File: src/rtl/ram_stream_reader_pkg.sv
// ram_stream_reader_pkg: shared widths, reader FSM states and buffer sizing
package ram_stream_reader_pkg;
  localparam int DEF_ADDR_W = 8;
  localparam int DEF_DATA_W = 8;
  localparam int DEF_RD_LAT = 1;
  typedef enum logic [1:0] {IDLE, RUN, DRAIN, FIN} rd_state_t;
  function automatic int buf_depth(input int lat);
    return lat + 1;
  endfunction
endpackage

File: src/rtl/ram_stream_reader_if.sv
// ram_stream_reader_if: command, RAM read port and output stream of the reader
interface ram_stream_reader_if #(parameter int ADDR_W = 8, parameter int DATA_W = 8);
  logic              start;
  logic [ADDR_W-1:0] base_addr;
  logic [ADDR_W:0]   len;
  logic              busy;
  logic              done;
  logic              ram_re;
  logic [ADDR_W-1:0] ram_adr;
  logic [DATA_W-1:0] ram_dout;
  logic              m_valid;
  logic [DATA_W-1:0] m_data;
  logic              m_ready;
  modport master (
    input  start, base_addr, len, ram_dout, m_ready,
    output busy, done, ram_re, ram_adr, m_valid, m_data
  );
  modport slave (
    output start, base_addr, len, ram_dout, m_ready,
    input  busy, done, ram_re, ram_adr, m_valid, m_data
  );
endinterface

File: src/rtl/ram_stream_reader_rd_skid_buf.sv
// rd_skid_buf: small FIFO that absorbs RAM words while the consumer stalls
module rd_skid_buf #(
  parameter int DEPTH = 2,
  parameter int DATA_W = 8
) (
  input  logic                         clk,
  input  logic                         rst,
  input  logic                         push,
  input  logic [DATA_W-1:0]            din,
  input  logic                         pop,
  output logic [DATA_W-1:0]            dout,
  output logic                         full,
  output logic                         empty,
  output logic [$clog2(DEPTH+1)-1:0]   count
);
  localparam int CW = $clog2(DEPTH + 1);
  localparam int PW = DEPTH > 1 ? $clog2(DEPTH) : 1;
  logic [DATA_W-1:0] mem [DEPTH];
  logic [PW-1:0] wp, rp;
  logic do_pop, do_push;
  assign empty = count == '0;
  assign full = count == CW'(DEPTH);
  assign dout = mem[rp];
  assign do_pop = pop && !empty;
  assign do_push = push && (!full || do_pop);
  always_ff @(posedge clk or posedge rst) begin
    if (rst) begin
      wp <= '0;
      rp <= '0;
      count <= '0;
      for (int i = 0; i < DEPTH; i++) mem[i] <= '0;
    end else begin
      if (do_push) mem[wp] <= din;
      if (do_push) wp <= wp == PW'(DEPTH - 1) ? '0 : wp + 1'b1;
      if (do_pop) rp <= rp == PW'(DEPTH - 1) ? '0 : rp + 1'b1;
      count <= count + CW'(do_push) - CW'(do_pop);
    end
  end
endmodule

File: src/rtl/ram_stream_reader.sv
// ram_stream_reader: walks len RAM addresses from base and streams the words
module ram_stream_reader
  import ram_stream_reader_pkg::*;
#(
  parameter int ADDR_W = DEF_ADDR_W,
  parameter int DATA_W = DEF_DATA_W,
  parameter int RD_LAT = DEF_RD_LAT
) (
  input logic clk,
  input logic rst,
  ram_stream_reader_if.master bus
);
  localparam int DEPTH = buf_depth(RD_LAT);
  localparam int CW = $clog2(DEPTH + 1);
  rd_state_t state;
  logic [ADDR_W:0] rem;
  logic [ADDR_W-1:0] nxt, last;
  logic [RD_LAT-1:0] dl;
  logic [CW-1:0] ni, cnt;
  logic empty, full, pop, arrive;
  assign arrive = dl[RD_LAT-1];
  assign bus.m_valid = !empty;
  assign pop = bus.m_valid && bus.m_ready;
  // a word leaving this cycle frees its slot, which keeps one word per cycle
  assign bus.ram_re = state == RUN && (!full || pop) && (cnt + ni - CW'(pop)) < CW'(DEPTH);
  assign bus.ram_adr = bus.ram_re ? nxt : last;
  rd_skid_buf #(.DEPTH(DEPTH), .DATA_W(DATA_W)) u_buf (
    .clk(clk),
    .rst(rst),
    .push(arrive),
    .din(bus.ram_dout),
    .pop(pop),
    .dout(bus.m_data),
    .full(full),
    .empty(empty),
    .count(cnt)
  );
  always_ff @(posedge clk or posedge rst) begin
    if (rst) begin
      state <= IDLE;
      bus.busy <= 1'b0;
      bus.done <= 1'b0;
      rem <= '0;
      nxt <= '0;
      last <= '0;
      dl <= '0;
      ni <= '0;
    end else begin
      dl <= RD_LAT'({dl, bus.ram_re});
      ni <= ni + CW'(bus.ram_re) - CW'(arrive);
      if (bus.ram_re) begin
        last <= nxt;
        nxt <= nxt + 1'b1;
        rem <= rem - 1'b1;
      end
      case (state)
        IDLE: if (bus.start) begin
          nxt <= bus.base_addr;
          rem <= bus.len;
          state <= bus.len == '0 ? FIN : RUN;
          bus.busy <= 1'b1;
          bus.done <= bus.len == '0;
        end
        RUN: if (bus.ram_re && rem == (ADDR_W+1)'(1)) state <= DRAIN;
        DRAIN: if (ni == '0 && (cnt == '0 || (cnt == CW'(1) && pop))) begin
          state <= FIN;
          bus.done <= 1'b1;
        end
        default: begin
          state <= IDLE;
          bus.busy <= 1'b0;
          bus.done <= 1'b0;
        end
      endcase
    end
  end
endmodule
File: src/flat_wrapper.sv
// flat-port wrapper written by rule: the top's interface ports become plain ports
module ram_stream_reader_flat import ram_stream_reader_pkg::*;
#(
  parameter int ADDR_W = DEF_ADDR_W,
  parameter int DATA_W = DEF_DATA_W,
  parameter int RD_LAT = DEF_RD_LAT
)
  (clk, rst, bus_start, bus_base_addr, bus_len, bus_ram_dout, bus_m_ready, bus_busy, bus_done, bus_ram_re, bus_ram_adr, bus_m_valid, bus_m_data);
  ram_stream_reader_if #(.ADDR_W(ADDR_W), .DATA_W(DATA_W)) bus_i ();
  input logic clk;
  input logic rst;
  input wire logic [$bits(bus_i.start)-1:0] bus_start;
  input wire logic [$bits(bus_i.base_addr)-1:0] bus_base_addr;
  input wire logic [$bits(bus_i.len)-1:0] bus_len;
  input wire logic [$bits(bus_i.ram_dout)-1:0] bus_ram_dout;
  input wire logic [$bits(bus_i.m_ready)-1:0] bus_m_ready;
  output wire logic [$bits(bus_i.busy)-1:0] bus_busy;
  output wire logic [$bits(bus_i.done)-1:0] bus_done;
  output wire logic [$bits(bus_i.ram_re)-1:0] bus_ram_re;
  output wire logic [$bits(bus_i.ram_adr)-1:0] bus_ram_adr;
  output wire logic [$bits(bus_i.m_valid)-1:0] bus_m_valid;
  output wire logic [$bits(bus_i.m_data)-1:0] bus_m_data;
  assign bus_i.start = bus_start;
  assign bus_i.base_addr = bus_base_addr;
  assign bus_i.len = bus_len;
  assign bus_i.ram_dout = bus_ram_dout;
  assign bus_i.m_ready = bus_m_ready;
  assign bus_busy = bus_i.busy;
  assign bus_done = bus_i.done;
  assign bus_ram_re = bus_i.ram_re;
  assign bus_ram_adr = bus_i.ram_adr;
  assign bus_m_valid = bus_i.m_valid;
  assign bus_m_data = bus_i.m_data;
  ram_stream_reader #(.ADDR_W(ADDR_W), .DATA_W(DATA_W), .RD_LAT(RD_LAT)) u_core (.clk(clk), .rst(rst), .bus(bus_i));
endmodule
File: config.mk
export PLATFORM = sky130hd
export DESIGN_NAME = ram_stream_reader_flat
export DESIGN_NICKNAME = d
export VERILOG_FILES = /design/src/rtl/ram_stream_reader_pkg.sv /design/src/rtl/ram_stream_reader_if.sv /design/src/rtl/ram_stream_reader_rd_skid_buf.sv /design/src/rtl/ram_stream_reader.sv /design/src/flat_wrapper.sv
export SDC_FILE = /design/constraint.sdc
export NUM_CORES = 1
export LEC_CHECK = 0
export CAP_MARGIN = 30
export CORE_ASPECT_RATIO = 0.9
export CORE_MARGIN = 4
export CORE_UTILIZATION = 54
export CTS_BUF_LIST = sky130_fd_sc_hd__clkbuf_8
export DETAILED_ROUTE_END_ITERATION = 10
export GPL_TIMING_DRIVEN = 0
export PLACE_DENSITY = 0.91
export SLEW_MARGIN = 10
export SYNTH_ARGS = -nofsm -noshare
export SYNTH_HDL_FRONTEND = slang
export SYNTH_HIERARCHICAL = 1
export SYNTH_SLANG_ARGS = --single-unit
File: constraint.sdc
create_clock -name clk -period 3.22 [get_ports clk]
set_input_delay 0.322 -clock clk [delete_from_list [all_inputs] [get_ports clk]]
set_output_delay 0.322 -clock clk [all_outputs]
set_load 0.01 [all_outputs]
==> impl_metrics.json <==
{
  "initial_utilization": 0.557,
  "die_x_um": 82.7,
  "grt_pass1_wl_um": 9050,
  "wire_per_inst_um": 15.0,
  "synth.ff_latch_count": 52,
  "synthTopCellsByArea": "dfrtp_1, mux2_2, ha_1, xnor2_1, xor2_1",
  "ctsHoldBuffers": 0,
  "hold_ws_ns": 0.442,
  "cp-startpoint": "u_core/u_buf/count[0]",
  "synth_top_cell_area_share": 0.480,
  "status": "complete, no violations",
  "hpwl_um": 4020,
  "timing.final.crit_share": 0.966,
  "synth_largest_area_cell": "dfrtp_1",
  "worstPathArrival_ns": 2.79,
  "area_growth_pct": 30.7,
  "numPortBuffers": 48,
  "ys_types": 37,
  "avgViaCountPerCell": 5.28,
  "drc_errors": 0,
  "fillers": 341,
  "cts_made_buffers": 5,
  "r2r_slack_ns": 0.67,
  "critical_path_class": "flop to output pin",
  "max_slew.worst_pin.slew_ns": 0.716,
  "clock_sinks": 52,
  "antenna_found_initial": 0,
  "placed_cell_area_um2": 3300,
  "clk_latency_ns": 0.30,
  "n_antenna_cell": 0,
  "maxCapViolations": 0,
  "max-clock-path-buffers": 2,
  "dieArea_um2": 6220,
  "hold_path_class": "primary input to async pin",
  "r2r.worst_path.cells": 12,
  "final_area_um2": 3540,
  "track_usage": 0.194,
  "syn_area_per_cell_um2": 11.8,
  "dp_cells": 343,
  "vdd_drop_max_v": 0.000578,
  "netlist_area_um2": 2710,
  "nNetsFinal": 339,
  "critPathMaxFanout": 10,
  "ios": 49,
  "fmax_ghz": 0.321,
  "cpMaxStageDelayCell": "dfrtp_2",
  "grt_overflow": 0,
  "cp.depth": 10,
  "endpoint_kind": "output pin",
  "p_leak_nw": 1.52,
  "critPathBufInv": 3,
  "gp_congestion": 0.810,
  "num_rows": 24,
  "hold_viol": 0,
  "crit_chain": "nor2_4 > nand2b_4 > inv_2 > ha_1 > nand2b_1 > xnor3_2 > nand2_4 > buf_8 > mux2_2 > dlygate4sd2_1",
  "grt_max_degree": 21,
  "crit_end": "bus_ram_adr[4]",
  "seq_area_um2": 1300,
  "num_vias": 1928,
  "netlist_top_cells_count": "dfrtp_1, mux2_2, nor2_1, inv_1, xnor2_1",
  "multi_input_area_um2": 1360,
  "synth.most_common_cell": "dfrtp_1",
  "synth_edf_count": 0,
  "max_stage_delay_ns": 0.43,
  "clock_skew_ns": 0.00698,
  "cts_root_buffer": "clkbuf_8",
  "die_h_um": 75.2,
  "ant_nets": 0,
  "reg2reg_to": "u_core/rem[2]",
  "core_area_um2": 4860,
  "drive_gt1_frac": 0.253,
  "worstSetupStartpointType": "flop",
  "relSlewSlack": 0.522,
  "critical_path.top_delay_family": "simple AND/OR/NAND/NOR gates",
  "htreeDepth": 2,
  "final_cell_count_no_fill": 365,
  "grt_pass1_vias": 1982,
  "slew_viol_final": 0,
  "async_reset_ff_frac": 1.00,
  "min_period_ns": 3.11,
  "netlist_instances": 229,
  "yosysSeqAreaShare": 0.480,
  "syn_nets": 269,
  "setup_viol": 0,
  "yosysWarnings": 6,
  "required_ns": 2.90,
  "clk_pin_slew_ns": 0.09,
  "power_density_nw_per_um2": 1110,
  "wl_um": 5470,
  "first_iter_violations": 93,
  "cts_tree": "yes",
  "r2r_start": "u_core/u_buf/count[0]",
  "drtPass1Iterations": 4,
  "synth_flop_cell": "dfrtp_1"
}
==> metrics by stage <==
step | setup TNS (ns) | power [mW] | setup slack, ns | util
detailed placement | -1.63 | 3.28 | -0.299 | 0.678
floorplan | 0 | 2.57 | 0.485 | -
CTS | 0 | 3.82 | 0.00836 | 0.714
global route | -0.0208 | 4.21 | -0.00760 | 0.728
global placement | -1.35 | 3.19 | -0.261 | 0.673
finish | 0 | 3.92 | 0.108 | 0.728
==> cell usage in the layout, fill, tap and decap left out, types with 2 or more instances in the layout <==
master           instances
dfrtp_2                  2
or3_1                    3
o21ai_0                  2
dfrtp_1                 50
nand3_2                  2
nand3b_1                 2
nor3_1                   4
inv_1                   12
mux2i_1                  4
nor3b_4                  2
nor2b_1                  4
nor2_1                  15
nand3_1                  7
clkdlybuf4s50_1         40
nand4b_1                 2
clkbuf_1                 3
o21bai_1                 2
mux2_2                  38
ha_1                    11
xnor2_1                 11
nand4_1                  3
nor4_1                   2
xor2_1                  10
buf_4                   14
nand2_1                  8
nand2b_1                 3
dlygate4sd2_1            7
a21oi_1                 10
clkbuf_8                 5
==> area by class of cell <==
type	instances	share of cell area
Clock buffer	5	0.0194
Sequential cell	52	0.368
Tap cell	65	0.0230
Multi-Input combinational cell	160	0.383
Inverter	12	0.0127
Timing Repair Buffer	63	0.171
Buffer	5	0.0106
Clock inverter	3	0.0120
==> routing by layer <==
layer | track usage | part of all wire | vias to the layer above
li1 | - | - | 933
met1 | 0.228 | 0.43 | 939
met2 | 0.351 | 0.51 | 49
met3 | 0.0514 | 0.056 | 7
met4 | 0.0508 | 0.011 | 0
met5 | 0 | 0 | -
==> kinds of logic after synthesis <==
logic type | synth area share
AOI/OAI and AO/OA | 0.0466
xor gates and xnor gates | 0.0799
adders and majority gates | 0.0508
buffers and inverters | 0.0291
DFF | 0.480
muxes | 0.173
and+or+nand+nor | 0.141
==> sequential cells by signal, summed over array words and instances (netlist names) <==
register            cells
u_core/last             8
u_core/bus.busy         1
u_core/u_buf/rp         1
u_core/bus.done         1
u_core/u_buf/wp         1
u_core/nxt              8
u_core/u_buf/count      2
u_core/rem              9
u_core/u_buf/mem       16
u_core/state            2
u_core/ni               2
u_core/arrive           1
==> report_power, final <==
part	leakage, nW	switching (mW)	total [mW]	internal, mW
clock	0.0599	0.211	0.443	0.232
sequential	0.605	0.223	1.22	0.994
combinational	0.857	1.01	2.26	1.25
==> worst reg2reg max path, delay by kind of cell (launching register included) <==
family | cells | cell delay (ns)
flip-flops | 1 | 0.43
adder cells (fa/ha/maj) | 1 | 0.26
multiplexers | 1 | 0.26
XOR/XNOR | 2 | 0.47
buffers and inverters | 4 | 0.49
AND/OR/NAND/NOR | 4 | 0.54
==> worst min-delay path by stage <==
stage	end	slack, ns	depth (start not counted)
4_1_cts	u_core/u_buf/mem[15]	0.47	2
6_report	u_core/u_buf/mem[15]	0.44	2
5_1_grt	u_core/u_buf/mem[15]	0.49	2
2_1_floorplan	u_core/u_buf/count[0]	0.29	1
3_3_place_gp	u_core/bus.done	0.46	2
3_5_place_dp	u_core/last[3]	0.48	1
==> repair_timing <==
| action | in CTS | in global routing |
|---|---|---|
| setup endpoints to repair | 9 | 9 |
| pin swaps | 1 | 2 |
| gates resized for setup | 16 | 3 |
| buffers inserted | 6 | 8 |
No activity file was read; power rests on OpenSTA's default activity.
==> edit: new RTL, same settings <==
Re-encode `rd_state_t` (4 states) as one-hot, 4 bits wide.
--- a/src/rtl/ram_stream_reader_pkg.sv
+++ b/src/rtl/ram_stream_reader_pkg.sv
@@ -3,7 +3,7 @@
   localparam int DEF_ADDR_W = 8;
   localparam int DEF_DATA_W = 8;
   localparam int DEF_RD_LAT = 1;
-  typedef enum logic [1:0] {IDLE, RUN, DRAIN, FIN} rd_state_t;
+  typedef enum logic [3:0] {IDLE = 4'b0001, RUN = 4'b0010, DRAIN = 4'b0100, FIN = 4'b1000} rd_state_t;
   function automatic int buf_depth(input int lat);
     return lat + 1;
   endfunction
Formal check against the unedited RTL: no difference found for any inputs over 10 cycles, from zero or initial values and one cycle with rst high; not proved beyond that.
==> edit against the original RTL <==
- hold slack better by 0.012 ns
- sequential cell count up 2
- maximum frequency grew 2.0%
- final area shrank 1.2%
- combinational power is 19% lower
- power down 11%
- wire length up 10%
- clock skew up 0.0053 ns
- critical path depth unchanged
- area after synthesis increased by 2.4%
- setup slack better by 0.060 ns
- largest cell class is now registers
- largest power group unchanged
==> edit: results (changes against the original RTL) <==
post-synthesis adder-cell area fraction 3.15% (-1.9 points); max incr delay on CP roughly 0.44 ns; Clock Tree Buf Depth 2 (unchanged); post-synth cell types 47 (+27%); Peak supply drop 0.455 mV (-21%); Ys Warns 6 (unchanged); CTS buffer count 5 (unchanged); Clock Skew 0.0123 ns (+0.00528 ns); routing usage on met1 23.8% (+1.0 points); I/O Buffers 48 (unchanged); share of cells above drive strength 1 23.8% (-1.6 points); nets 338 (-0.29%); placed cell count 354 (+3.2%); clock distribution power 0.000407 W (-8.1%); dpl ws -0.333 ns (-0.0342 ns); slowest CP cell dfrtp_2; H-tree levels 2 (unchanged); Worst-Margin Slew 0.745 ns (+0.0290 ns); antenna diode count 0 (unchanged); RD Place Congestion 0.813 (+0.46%); Mapped Cells 241 (+5.2%); Fillers 365 (+7.0%); Routed wire per std cell 16.4 um (+9.5%); Combinational Power Share 52.7% (-4.9 points); XOR/XNOR Fraction of Synth Area 6.53% (-1.5 points); top post-synthesis cells by area dfrtp_1 48%, mux2_2 15%, xnor2_1 4.1%, ha_1 3.2%, nand2_1 1.9%; Post-DP HPWL 4210 um (+4.9%); Regs by FF count u_core/u_buf/mem: 16 flops, u_core/rem: 9 flops; post-synthesis mux area share 14.6% (-2.7 points); drt pass-1 iters 4 (unchanged); first-pass GRT wire length 10,400 um (+15%); Fin. Hold Viols 0 (unchanged); met3 usage 4.76% (-0.39 points); initial antenna violation count 0 (unchanged); vias in the first global route 2,200 (+11%); Routed met2 length 3190 um (+16%); M2 GR Usage 35.1% (+0.082 points); gr usage total 19.8% (+0.42 points); Iter 0 DRT Violations 105 (+13%); Compound-Gate Fraction of Synth Area 7.93% (+3.3 points); Vias/cell 5.72 (+8.3%); commonest non-fill, non-tap cell in the layout dfrtp_1; worst-skew pair later-pin latency between 0.3 and 0.4 ns; largest net degree at the start of global routing 35 (+67%); DRT met1 WL 2410 um (+2.7%); P_sw 0.00133 W (-7.6%); CP arrival 2.73 ns (-0.06 ns); DR top layer met4; status finished clean; syn nets 277 (+3.0%); met3 routed WL 338 um (+11%); Crit Path Max Fanout 11 (+1); non-filler cells in the finished layout 368 (+0.82%); sequential cell area fraction in the yosys report 48.7% (+0.70 points); Post-synth top cells 53 x dfrtp_1, 36 x mux2_2, 14 x nand2_1; Final min period 3.05 ns (-0.0601 ns); Lkg Pwr 1.48 nW (-2.8%)
edit: cell count changes in the layout (fill, tap and decap cells not counted), sizes merged, moves of 4 or more:
| cell | unedited run | this run |
|---|---|---|
| clkbuf | 8 | 13 |
| o21ai | 2 | 9 |
| buf | 17 | 8 |
| nand4 | 3 | 7 |
| xor2 | 10 | 5 |
| a21oi | 10 | 4 |
| nand2 | 9 | 15 |
| ha | 11 | 7 |
| mux2i | 4 | 0 |
| nor2 | 17 | 13 |
edit: through the flow:
step	util [%]	instance area (um2)	total power (W)
final	71.0	3500	0.00348
after CTS	70.9	3490	0.00344
after global placement	67.8	3340	0.00287
after floorplan	-	2780	0.00235
after detailed placement	67.8	3340	0.00297
after global routing	71.0	3500	0.00372
edit: timing repair:
action,CTS,global route
setup endpoints to repair,9,3
gates resized for setup,17,7
pin swaps,3,1
buffers inserted,5,1
endpoints found under the hold margin,0,0
edit: path summary, 6_finish.rpt:
kind,startpoint,endpoint,depth (start not counted),slack [ns]
setup / recovery,u_core/u_buf/count[1],bus_ram_adr[4],10,0.17
hold / removal,rst,u_core/last[4],2,0.45
setup reg to reg,u_core/u_buf/count[1],u_core/rem[3],12,0.28
hold reg to reg,u_core/bus.done,u_core/bus.done,1,0.49
max in group asynchronous,rst,u_core/u_buf/count[1],2,2.26
min in group clk,u_core/bus.done,u_core/bus.done,1,0.49
edit: layout make-up:
type	count	area (um2)	area share (%)
tap	65	81.3	2.32
multi-input combinational	166	1350	38.6
timing repair buffer	54	512	14.6
inverter	13	56.3	1.61
buffer	8	42.5	1.22
clock buffer	6	82.6	2.36
clock inverter	2	17.5	0.501
sequential	54	1360	38.7
